**src/rtl/vga_timing_gen.sv**
```systemverilog
// vga_timing_gen: parametrised raster timing generator with pause, line-compare and frame interrupts
// clk, rst_n (sync, active-low), en (advance/freeze timing state)
// line_cmp/line_irq_en: raster-compare line and its enable; line_ack/frame_ack clear the sticky flags
// x/y: registered pixel/line counters; hsync/vsync/blank: registered decode of x/y, one clk behind them
// frame_count: completed frames; line_irq/frame_irq: sticky flags; irq: their OR
module vga_timing_gen #(
  parameter int H_ACTIVE = 1024,
  parameter int H_FP = 48,
  parameter int H_SYNC = 104,
  parameter int H_BP = 152,
  parameter int V_ACTIVE = 768,
  parameter int V_FP = 3,
  parameter int V_SYNC = 4,
  parameter int V_BP = 23,
  parameter logic HSYNC_POL = 1'b0,
  parameter logic VSYNC_POL = 1'b1,
  parameter int XW = 11,
  parameter int YW = 10
) (
  input  logic          clk,
  input  logic          rst_n,
  input  logic          en,
  input  logic [YW-1:0] line_cmp,
  input  logic          line_irq_en,
  input  logic          line_ack,
  input  logic          frame_ack,
  output logic [XW-1:0] x,
  output logic [YW-1:0] y,
  output logic          hsync,
  output logic          vsync,
  output logic          blank,
  output logic [15:0]   frame_count,
  output logic          line_irq,
  output logic          frame_irq,
  output logic          irq
);
  localparam int H_TOTAL = H_ACTIVE + H_FP + H_SYNC + H_BP;
  localparam int V_TOTAL = V_ACTIVE + V_FP + V_SYNC + V_BP;
  localparam logic [XW-1:0] X_LAST = XW'(H_TOTAL - 1);
  localparam logic [XW-1:0] X_LINE = XW'(H_ACTIVE - 1);
  localparam logic [XW-1:0] X_ACT = XW'(H_ACTIVE);
  localparam logic [XW-1:0] X_HS0 = XW'(H_ACTIVE + H_FP);
  localparam logic [XW-1:0] X_HS1 = XW'(H_ACTIVE + H_FP + H_SYNC);
  localparam logic [YW-1:0] Y_LAST = YW'(V_TOTAL - 1);
  localparam logic [YW-1:0] Y_ACT = YW'(V_ACTIVE);
  localparam logic [YW-1:0] Y_VS0 = YW'(V_ACTIVE + V_FP);
  localparam logic [YW-1:0] Y_VS1 = YW'(V_ACTIVE + V_FP + V_SYNC);
  logic x_wrap, frame_hit, line_hit;
  assign x_wrap = x == X_LAST;
  assign frame_hit = en && x_wrap && y == Y_LAST;
  assign line_hit = en && line_irq_en && x == X_LINE && y == line_cmp;
  assign irq = line_irq | frame_irq;
  always_ff @(posedge clk) begin
    if (!rst_n) begin
      x <= '0;
      y <= '0;
      hsync <= !HSYNC_POL;
      vsync <= !VSYNC_POL;
      blank <= 1'b1;
      frame_count <= '0;
      line_irq <= 1'b0;
      frame_irq <= 1'b0;
    end else begin
      if (en) begin
        x <= x_wrap ? '0 : x + 1'b1;
        if (x_wrap) y <= (y == Y_LAST) ? '0 : y + 1'b1;
        hsync <= (x >= X_HS0 && x < X_HS1) ? HSYNC_POL : !HSYNC_POL;
        vsync <= (y >= Y_VS0 && y < Y_VS1) ? VSYNC_POL : !VSYNC_POL;
        blank <= (x >= X_ACT) || (y >= Y_ACT);
        if (frame_hit) frame_count <= frame_count + 1'b1;
      end
      // a set on the same edge as its ack wins
      line_irq <= line_hit | (line_irq & ~line_ack);
      frame_irq <= frame_hit | (frame_irq & ~frame_ack);
    end
  end
endmodule

```
**config.mk**
```make
export PLATFORM = sky130hd
export DESIGN_NAME = vga_timing_gen
export DESIGN_NICKNAME = d
export VERILOG_FILES = /design/src/rtl/vga_timing_gen.sv
export SDC_FILE = /design/constraint.sdc
export NUM_CORES = 1
export LEC_CHECK = 0
export ABC_AREA = 1
export CAP_MARGIN = 5
export CORE_AREA = 4 4 87 89
export DETAILED_ROUTE_END_ITERATION = 10
export DIE_AREA = 0 0 91 93
export GPL_TIMING_DRIVEN = 0
export PLACE_DENSITY_LB_ADDON = 0.1
export SETUP_SLACK_MARGIN = 0.05
export SLEW_MARGIN = 20
export SYNTH_ARGS = -nofsm -noshare
export SYNTH_HDL_FRONTEND = slang
export SYNTH_SLANG_ARGS = --single-unit
```
**constraint.sdc**
```tcl
create_clock -name clk -period 2.59 [get_ports clk]
set_clock_uncertainty 0.05 [all_clocks]
set_input_delay 0.518 -clock clk [delete_from_list [all_inputs] [get_ports clk]]
set_output_delay 0.518 -clock clk [all_outputs]
set_load 0.01 [all_outputs]
```
## After elaboration in Yosys (flattened, before gate mapping)

Cells that the tools add are included.

| operators by class | value |
|---|---|
| $add $sub $neg | 3 |
| order comparisons | 6 |
| equality and inequality tests | 4 |
| muxes and demuxes | 4 |
| bitwise operators | 7 |
| reduce and logical (&&, ||, !) cells | 10 |

Operator list:

| cell | count |
|---|---|
| $ge 11x11->1 const B | 2 |
| $ge 10x10->1 const B | 2 |
| $add 16x1->16 const B | 1 |
| $add 11x1->11 const B | 1 |
| $eq 11x10->1 const B | 1 |
| $eq 11x11->1 const B | 1 |
| $lt 11x11->1 const B | 1 |
| $mux 11 | 1 |
| $add 10x1->10 const B | 1 |
| $eq 10x10->1 | 1 |
| $eq 10x10->1 const B | 1 |
| $lt 10x10->1 const B | 1 |
| $mux 10 | 1 |
| $logic_and 1x1->1 | 7 |
| $reduce_and 2->1 | 2 |
| $or 1x1->1 | 3 |
| $and 1x1->1 | 2 |
| $mux 1 | 2 |
| $not 1->1 | 2 |
| $logic_or 1x1->1 | 1 |

| storage, ports and cells | value |
|---|---|
| flip-flop bits (word level) | 42 |
| logic and storage cells | 42 |

## Depth between registers and ports, before layout

Gate-level depths: netlist of run 1.

| depth | value |
|---|---|
| word-level depth | 4 |
| depth in mapped cells | 11 |
| depth with buffers taken out | 11 |

## Worst setup path before layout of run 1

Ideal clock, no wire load.

| timing | value |
|---|---|
| kind | reg-to-reg |
| start point | register x[1] |
| end point | register frame_count[11] |
| arrival | 1.391 ns |
| required time | 2.425 ns |
| path slack | 1.034 ns |
| stages on the path, launching flop included | 10 |
| buffers on the path | 1 |
| period minus slack after synthesis | 1.556 ns |
| path through | dfxtp_1 ha_1 nand2_1 nor2_4 nand3_4 nor2_4 buf_6 nand3_1 nand2_1 nor2_1 |

| between the ends | value |
|---|---|
| cells in the longest elaborated chain, start to end | 4 |

RTL lines:

| element | RTL line | text |
|---|---|---|
| start, declared | 27 | `output logic [XW-1:0] x,` |
| start signal, assigned | 65 | `x <= x_wrap ? '0 : x + 1'b1;` |
| $eq 11x11->1 | 49 | `assign x_wrap = x == X_LAST;` |
| $logic_and 1x1->1 (2 in a row) | 50 | `assign frame_hit = en && x_wrap && y == Y_LAST;` |
| $reduce_and 2->1 (no line) | n/a |  |
| end signal, assigned | 70 | `if (frame_hit) frame_count <= frame_count + 1'b1;` |
| end, declared | 32 | `output logic [15:0] frame_count,` |

No other way between the ends.
A chain may end at the register's enable or synchronous reset.

## Worst setup path in the final report of run 1

| timing | value |
|---|---|
| start point | register frame_count[0] |
| end point | output frame_count[0] |

No word-level cell between the ends.

==> results of run 1 <==
==> final cells by class <==
type,count,area share
inverters,53,0.05891
clock inverters,1,0.008782
flip-flops and latches,42,0.2459
plain buffers,5,0.01025
clock buffers,7,0.02232
multi-input cells,308,0.4548
repair buffers,58,0.1698
well taps,80,0.02927
==> Yosys cell counts, types with 5 or more instances <==
cell type  number
nand3_1        32
nand2_2         6
xor2_1          6
nor3_1          9
nor2_4          5
dfxtp_1        42
o21ai_0        13
nor2_1         65
a21oi_1        26
inv_1          47
nand2_1       106
ha_1            5
nand4_1         8
==> power by group through the flow <==
stage               clock network (W)  registers [W]   logic, W
CTS                          0.000551       0.000653  0.0000823
global route                 0.000571       0.000654  0.0000913
finish                       0.000525       0.000653  0.0000812
global placement                    0       0.000668  0.0000809
floorplan                           0       0.000670  0.0000361
detailed placement                  0       0.000668  0.0000816
==> worst max path at each step <==
stage / startpoint / endpoint / cells after the start
after CTS: frame_count[0]$_SDFFE_PN0P_ / frame_count[0] / 1
after detailed placement: en / frame_count[6]$_SDFFE_PN0P_ / 10
after global routing: frame_count[0]$_SDFFE_PN0P_ / frame_count[0] / 1
final: frame_count[0]$_SDFFE_PN0P_ / frame_count[0] / 1
after floorplan: x[1]$_SDFFE_PN0P_ / frame_count[11]$_SDFFE_PN0P_ / 9
after global placement: en / x[9]$_SDFFE_PN0P_ / 9
==> cell usage in the layout (no fill, tap or decap), types with 4 or more instances in the layout <==
master and count:
inv_2 4, o21ai_0 13, xor2_1 6, dfxtp_1 42, nor2_1 65, clkbuf_8 5
nor2_4 5, a21oi_1 26, inv_1 47, nand4_1 8, xnor2_1 4, nand2_2 6
nor3_1 9, nand3_1 32, clkdlybuf4s50_1 58, ha_1 5, clkbuf_1 4, nand2_1 106
==> kinds of logic (layout without fill, tap and decap cells) <==
| family | Yosys count | in the layout |
|---|---|---|
| adders and majority gates | 5 | 5 |
| and+or+nand+nor | 248 | 248 |
| buffers and inverters | 58 | 124 |
| xor gates and xnor gates | 10 | 10 |
| AOI/OAI and AO/OA | 45 | 45 |
| DFF | 42 | 42 |
==> routing by layer <==
layer  routed length (µm)  vias to the layer above
met3                  350                       13
li1                     -                     1431
met4                  138                        0
met2                 3099                       65
met5                    0                        -
met1                 3502                     1185
==> flip-flops by register name, indices dropped and copies added, names as in the netlist <==
register     cells
vsync            1
line_irq         1
blank            1
frame_count     16
frame_irq        1
hsync            1
x               11
y               10
==> through the flow <==
| step | std cells | util |
|---|---|---|
| final | 554 | 0.5061 |
| after CTS | 554 | 0.5061 |
| after floorplan | 408 | - |
| after global routing | 554 | 0.5061 |
| after detailed placement | 546 | 0.4904 |
| after global placement | 546 | 0.4904 |
==> flow_metrics.tcl, run 1 <==
set metrics [dict create \
    syn_avg_cell_area_um2 6.452 \
    ys_ff_latch 42 \
    drtIter0Drc 147 \
    synthMuxAreaShare 0 \
    final-hold-violation-count 0 \
    grt_use_total 0.1767 \
    slew_violations 0 \
    antenna_cells 0 \
    hold_buffers 0 \
    grt_max_degree 13 \
    vias 2694 \
    met3_usage 0.03942 \
    ios 59 \
    synthAdderAreaFrac 0.02376 \
    cellPowerDensity_nw_per_um2 368.2 \
    fmax_ghz 0.5033 \
    synth_top_area_cell "dfxtp_1" \
    grt_use_met1 0.2350 \
    p_int_w 0.0009789 \
    synth_cell_type_count 38 \
    final_area_um2 3420 \
    vdd_ir_drop_max_uv 248.6 \
    slew_headroom 0.6133 \
    reg2reg_slack_ns 0.85 \
    min-delay-start "frame_irq$_SDFF_PN0_" \
    setup_ws_ns 0.6030 \
    multi_input_area_um2 1555 \
    critical_path_class "reg2out" \
    worstPathCellList "clkdlybuf4s50_1" \
    areaGrowthSynthToFinish_pct 29.90 \
    seqCellArea_um2 840.8 \
    fp.dieArea_um2 8463 \
    critPathSlowestCell "clkdlybuf4s50_1" \
    synth_area_leaders "dfxtp_1, nand2_1, nor2_1" \
    wl_per_cell_um 12.80 \
    wl_mm 7.090 \
    cts.htree.levels 2 \
    switchingPower_w 0.0002802 \
    first_pass_iters 4 \
    synth_compound_area_frac 0.09125 \
    ys_seq_area_frac 0.3194 \
    whs_path_depth 2 \
    synth_xor_area_frac 0.03327 \
    fp.dieW_um 91 \
    post-place-ws_ns 0.4713 \
    startpoint_type "register" \
    p_leak_nw 1.279 \
    drv_cap 0 \
    whs_ns 0.4341 \
    r2r_cells 10 \
    grt-busiest-layer "met2" \
    fin_crit_ns 1.987 \
    cp_max_fo 8 \
    syn_area_um2 2633 \
    die-height_um 93 \
    cts_tree "built" \
    nNetsFinal 494 \
    rr_endpoint "frame_count[6]$_SDFFE_PN0P_" \
    setup_viol 0 \
    drive_gt1_frac 0.08228 \
    clk_path_buf_depth 2 \
    cts_setup_buffers 0 \
    cts_buffers 5 \
    status "finished clean" \
    io_buffers 58 \
    hp-class "reg2reg" \
    grt_pass1_wl_mm 12.14 \
    gp_congestion 0.9326 \
    synth_edf_count 0 \
    clock_power_share 0.417 \
    synthSimpleGateAreaFrac 0.4425 \
    dpl.hpwl_mm 5.440 \
    async_flop_share 0 \
    setup_tns_ns 0 \
    syn-num-nets 429 \
    clk_latency_ns 0.30 \
    clockRootBuffer "clkbuf_8" \
    switching_share 0.2226 \
    drc 0 \
    cp-end-kind "output port" \
    finalCritPeriodShare 0.7672 \
    synthCells 408 \
    pwr-share-comb 0.064 \
    ant_nets 0 \
    cp_top_family "buffers and inverters" \
    synth_top_family_by_area "simple AND/OR/NAND/NOR gates" \
    path_clk_slew_ns 0.08 \
    netlist.area_leader.share 0.3194 \
    start_util 0.3896 \
    viasPerCell 4.863 \
    coreArea_um2 6756 \
    cp_slowest_stage_delay_ns 0.61 \
    rsz0062_at_grt "false" \
    cp_num_buf_inv 1 \
    first_global_vias 2567 \
    dpl_cell_area_um2 3313 \
    grt_use_met2 0.2839 \
    synth_ff_type "dfxtp_1" \
    clock-sinks 42 \
    overflow 0 \
    antenna_found_initial 0 \
    post_cts_resized 0 \
    fill_cells 693 \
    yosys_warnings 0 \
    hold_path_end "frame_irq$_SDFF_PN0_" \
    critPathArrivalTime_ns 1.42 \
    rows 30 \
    seqPwrFrac 0.519 \
    reg2reg_from "x[1]$_SDFFE_PN0P_" \
    power_w 0.001259 \
    worst_ep_required_time_ns 2.02 \
    worstMarginPinSlew_ns 0.5801 \
]
Power figures use the tool's default switching activity.
==> run 2, diff against run 1 <==
==> constraint.sdc (replaced) <==
create_clock -name clk -period 1.9 [get_ports clk]
set_clock_uncertainty 0.05 [all_clocks]
set_input_delay 0.38 -clock clk [delete_from_list [all_inputs] [get_ports clk]]
set_output_delay 0.38 -clock clk [all_outputs]
set_load 0.01 [all_outputs]
==> flow_metrics.tcl, run 2 (same netlist as run 1, synthesis figures left out) <==
set metrics [dict create \
    worstPathCellList "clkdlybuf4s50_1" \
    nNetsFinal 494 \
    drv_cap 0 \
    areaGrowthSynthToFinish_pct 30.32 \
    setup_viol 0 \
    grt_use_total 0.1767 \
    first_global_vias 2567 \
    final_common_cell "nand2_1" \
    critPathSlowestCell "clkdlybuf4s50_1" \
    wl_mm 7.065 \
    rows 30 \
    dpl.hpwl_mm 5.440 \
    cellPowerDensity_nw_per_um2 500.8 \
    path_clk_slew_ns 0.08 \
    drtIter0Drc 139 \
    final-hold-violation-count 0 \
    vias 2678 \
    finalCritPeriodShare 0.9441 \
    hp-class "reg2reg" \
    viasPerCell 4.834 \
    die-height_um 93 \
    hold_buffers 0 \
    coreArea_um2 6756 \
    reg2reg_slack_ns 0.22 \
    startpoint_type "register" \
    largest_reg_flops 16 \
    gp_congestion 0.9326 \
    first_pass_iters 4 \
    fin_crit_ns 1.794 \
    cp_slowest_stage_delay_ns 0.59 \
    clockRootBuffer "clkbuf_8" \
    clk_path_buf_depth 2 \
    dpl_cell_area_um2 3313 \
    worst_ep_required_time_ns 1.47 \
    r2r_cells 9 \
    multi_input_area_um2 1558 \
    p_leak_nw 1.301 \
    grt_pass1_wl_mm 12.14 \
    fp.dieArea_um2 8463 \
    drive_gt1_frac 0.09494 \
    clock-sinks 42 \
    fmax_ghz 0.5575 \
    cts_buffers 5 \
    whs_path_depth 2 \
    cp_top_family "buffers and inverters" \
    slew_violations 0 \
    seqCellArea_um2 847.1 \
    rsz0062_at_grt "false" \
    final_area_um2 3431 \
    drc 0 \
    ios 59 \
    cp_num_buf_inv 1 \
    critPathArrivalTime_ns 1.36 \
    grt_max_degree 13 \
    start_util 0.3896 \
    antenna_cells 0 \
    cts.htree.levels 2 \
    fill_cells 693 \
    wl_per_cell_um 12.75 \
    final_core_util 0.5078 \
    ant_nets 0 \
    fp.dieW_um 91 \
    max_flop_register "frame_count" \
    top_regs "frame_count: 16 flops, x: 11 flops, y: 10 flops" \
    clk_latency_ns 0.30 \
    antenna_found_initial 0 \
    cts_setup_buffers 0 \
    critical_path_class "reg2out" \
    vdd_ir_drop_max_uv 339.2 \
    status "finished clean" \
    cp-end-kind "output port" \
    setup_tns_ns 0 \
    worstMarginPinSlew_ns 0.5755 \
    cp_max_fo 6 \
    overflow 0 \
    cts_tree "built" \
    final_cell_mix "nand2_1, nor2_1, clkdlybuf4s50_1" \
    io_buffers 58 \
    slew_headroom 0.6163 \
    path_depth 1 \
]
==> run 2: cell type report <==
class | count | area share
multi-input cells | 308 | 0.4540
flip-flops and latches | 42 | 0.2469
repair buffers | 58 | 0.1699
inverters | 53 | 0.05872
well taps | 80 | 0.02918
clock buffers | 7 | 0.02225
plain buffers | 5 | 0.01021
clock inverters | 1 | 0.008753
==> run 2: path summary, 6_finish.rpt <==
path,start,to
max,frame_count[7]$_SDFFE_PN0P_,frame_count[7]
min,frame_irq$_SDFF_PN0_,frame_irq$_SDFF_PN0_
max reg2reg,x[0]$_SDFFE_PN0P_,frame_count[5]$_SDFFE_PN0P_
min reg2reg,frame_irq$_SDFF_PN0_,frame_irq$_SDFF_PN0_
==> run 2: stage by stage <==
stage	total power [W]	cells	setup WS [ns]	hold slack [ns]
finish	0.001718	554	0.1062	0.4342
global route	0.001795	554	0.05324	0.4635
CTS	0.001754	554	0.05043	0.4394
detailed placement	0.001022	546	-0.08073	0.4261
global placement	0.001021	546	-0.08357	0.4164
floorplan	0.0009619	408	0.3445	0.4375
==> run 2: layer usage <==
metal  GRT usage  part of all wire  routed length, µm
met5           0                 0                  0
met4     0.05905             0.019                132
met3     0.03942             0.044                314
met2      0.2839              0.44               3106
met1      0.2350              0.50               3511
==> run 2: power by group <==
group | switching, W | leakage, nW | internal, W
clock network | 0.000323 | 0.0524 | 0.000394
logic | 0.0000549 | 0.907 | 0.0000557
registers | 0.00000555 | 0.342 | 0.000885
total | 0.000383 | 1.30 | 0.00133
==> run 2: what timing repair did <==
item	in CTS	in global routing
endpoints found under the hold margin	0	0
resized for setup	1	6
setup endpoints to repair	1	17
gates cloned	0	0
==> run 3, diff against run 2 <==
--- a/config.mk
+++ b/config.mk
@@ -11,6 +11,7 @@
 export DETAILED_ROUTE_END_ITERATION = 10
 export DIE_AREA = 0 0 91 93
 export GPL_TIMING_DRIVEN = 0
+export MAX_ROUTING_LAYER = met4
 export PLACE_DENSITY_LB_ADDON = 0.1
 export SETUP_SLACK_MARGIN = 0.05
 export SLEW_MARGIN = 20
==> flow_metrics.tcl, run 3 (same netlist as run 1, synthesis figures left out) <==
set metrics [dict create \
    status "finished clean" \
    grt_pass1_wl_mm 12.12 \
    clock-sinks 42 \
    hp-class "reg2reg" \
    stdcell_count 554 \
    final_common_cell "nand2_1" \
    cts_setup_buffers 0 \
    drv_cap 0 \
    switching_share 0.2258 \
    gp_congestion 0.9492 \
    path_clk_slew_ns 0.09 \
    cts_tree "built" \
    dp.cells 546 \
    drc 0 \
    grt_max_degree 13 \
    ant_nets 0 \
    start_util 0.3896 \
    finalCritPeriodShare 0.9414 \
    slew_headroom 0.6167 \
    viasPerCell 4.857 \
    worst_ep_required_time_ns 1.47 \
    reg2reg_slack_ns 0.21 \
    antenna_cells 0 \
    fp.dieArea_um2 8463 \
    pwr-share-comb 0.064 \
    seqPwrFrac 0.517 \
    fmax_ghz 0.5591 \
    setup_ws_ns 0.1113 \
    vias 2691 \
    first_global_vias 2566 \
    ios 59 \
    drive_gt1_frac 0.09494 \
    reg2reg_from "x[0]$_SDFFE_PN0P_" \
    rr_endpoint "frame_count[5]$_SDFFE_PN0P_" \
    power_w 0.001724 \
    final_cell_mix "nand2_1, nor2_1, clkdlybuf4s50_1" \
    largest_reg_flops 16 \
    grt-busiest-layer "met2" \
    rsz0062_at_grt "false" \
    min-delay-start "frame_irq$_SDFF_PN0_" \
    slew_violations 0 \
    grt_use_met1 0.2389 \
    cp_max_fo 6 \
    critPathSlowestCell "clkdlybuf4s50_1" \
    vdd_ir_drop_max_uv 338.8 \
    first_pass_iters 4 \
    r2r_cells 9 \
    worstPathCellList "clkdlybuf4s50_1" \
    clk_latency_ns 0.30 \
    max_flop_register "frame_count" \
    cp-end-kind "output port" \
    hold_buffers 0 \
    nNetsFinal 494 \
    critical_path_class "reg2out" \
    p_leak_nw 1.301 \
    grt_use_met2 0.2833 \
    final-hold-violation-count 0 \
    clockRootBuffer "clkbuf_8" \
    drtIter0Drc 142 \
    fin_crit_ns 1.789 \
    overflow 0 \
    areaGrowthSynthToFinish_pct 30.32 \
    whs_path_depth 2 \
    path_depth 1 \
    cp_top_family "buffers and inverters" \
    critPathArrivalTime_ns 1.36 \
    post_cts_resized 1 \
    clock_power_share 0.419 \
    cellPowerDensity_nw_per_um2 502.5 \
    io_buffers 58 \
    dpl.hpwl_mm 5.440 \
    final_core_util 0.5078 \
    clk_path_buf_depth 2 \
    startpoint_type "register" \
    cp_num_buf_inv 1 \
    met3_usage 0.03379 \
    worstMarginPinSlew_ns 0.5750 \
    cts_buffers 5 \
    grt_use_total 0.1816 \
    p_int_w 0.001335 \
    wl_per_cell_um 12.77 \
    top_regs "frame_count: 16 flops, x: 11 flops, y: 10 flops" \
    cts.htree.levels 2 \
    fp.dieW_um 91 \
    post-place-ws_ns -0.08073 \
    rows 30 \
    setup_viol 0 \
    die-height_um 93 \
    cp_slowest_stage_delay_ns 0.59 \
    switchingPower_w 0.0003892 \
    coreArea_um2 6756 \
    antenna_found_initial 0 \
    wl_mm 7.077 \
    hold_path_end "frame_irq$_SDFF_PN0_" \
]
## run 3: worst max-delay path by stage
stage | to | start | slack (ns)
final | y[3] | y[3]$_SDFFE_PN0N_ | 0.11
after global placement | x[9]$_SDFFE_PN0P_ | en | -0.08
after floorplan | frame_count[11]$_SDFFE_PN0P_ | x[1]$_SDFFE_PN0P_ | 0.34
after CTS | y[0] | y[0]$_SDFFE_PN0N_ | 0.05
after global routing | y[3] | y[3]$_SDFFE_PN0N_ | 0.05
after detailed placement | frame_count[6]$_SDFFE_PN0P_ | en | -0.08
## run 3: power by group through the flow
| stage | Combinational (W) | Clock (W) | Sequential [W] |
|---|---|---|---|
| after global placement | 0.000110 | 0 | 0.000911 |
| after global routing | 0.000124 | 0.000779 | 0.000892 |
| after CTS | 0.000112 | 0.000752 | 0.000890 |
| final | 0.000111 | 0.000723 | 0.000891 |
| after floorplan | 0.0000492 | 0 | 0.000913 |
| after detailed placement | 0.000111 | 0 | 0.000911 |
## run 3: area by class of cell
| cell class | instances | area [µm²] |
|---|---|---|
| Buffer | 5 | 35.03 |
| Clock buffer | 7 | 76.32 |
| Clock inverter | 1 | 30.03 |
| Fill cell | 693 | 3326 |
| Inverter | 53 | 201.4 |
| Multi-Input combinational cell | 308 | 1558 |
| Sequential cell | 42 | 847.1 |
| Tap cell | 80 | 100.1 |
| Timing Repair Buffer | 58 | 583.1 |
## run 3: worst min-delay path: stages (launching register included)
cell and delay (ns):
dfxtp_1 0.33, nand2_1 0.07, a21oi_1 0.05
## run 3: layer usage
metal,up-vias,wire [µm]
met4,0,136
met2,65,3117
met5,-,0
met1,1181,3505
met3,12,319
li1,1433,-
## run 3: through the flow
| step | area, µm² | TNS [ns] | hold WS, ns |
|---|---|---|---|
| after floorplan | 2633 | 0 | 0.4375 |
| after global placement | 3313 | -0.3571 | 0.4164 |
| after detailed placement | 3313 | -0.4711 | 0.4261 |
| after CTS | 3421 | 0 | 0.4394 |
| after global routing | 3431 | 0 | 0.4639 |
| final | 3431 | 0 | 0.4349 |
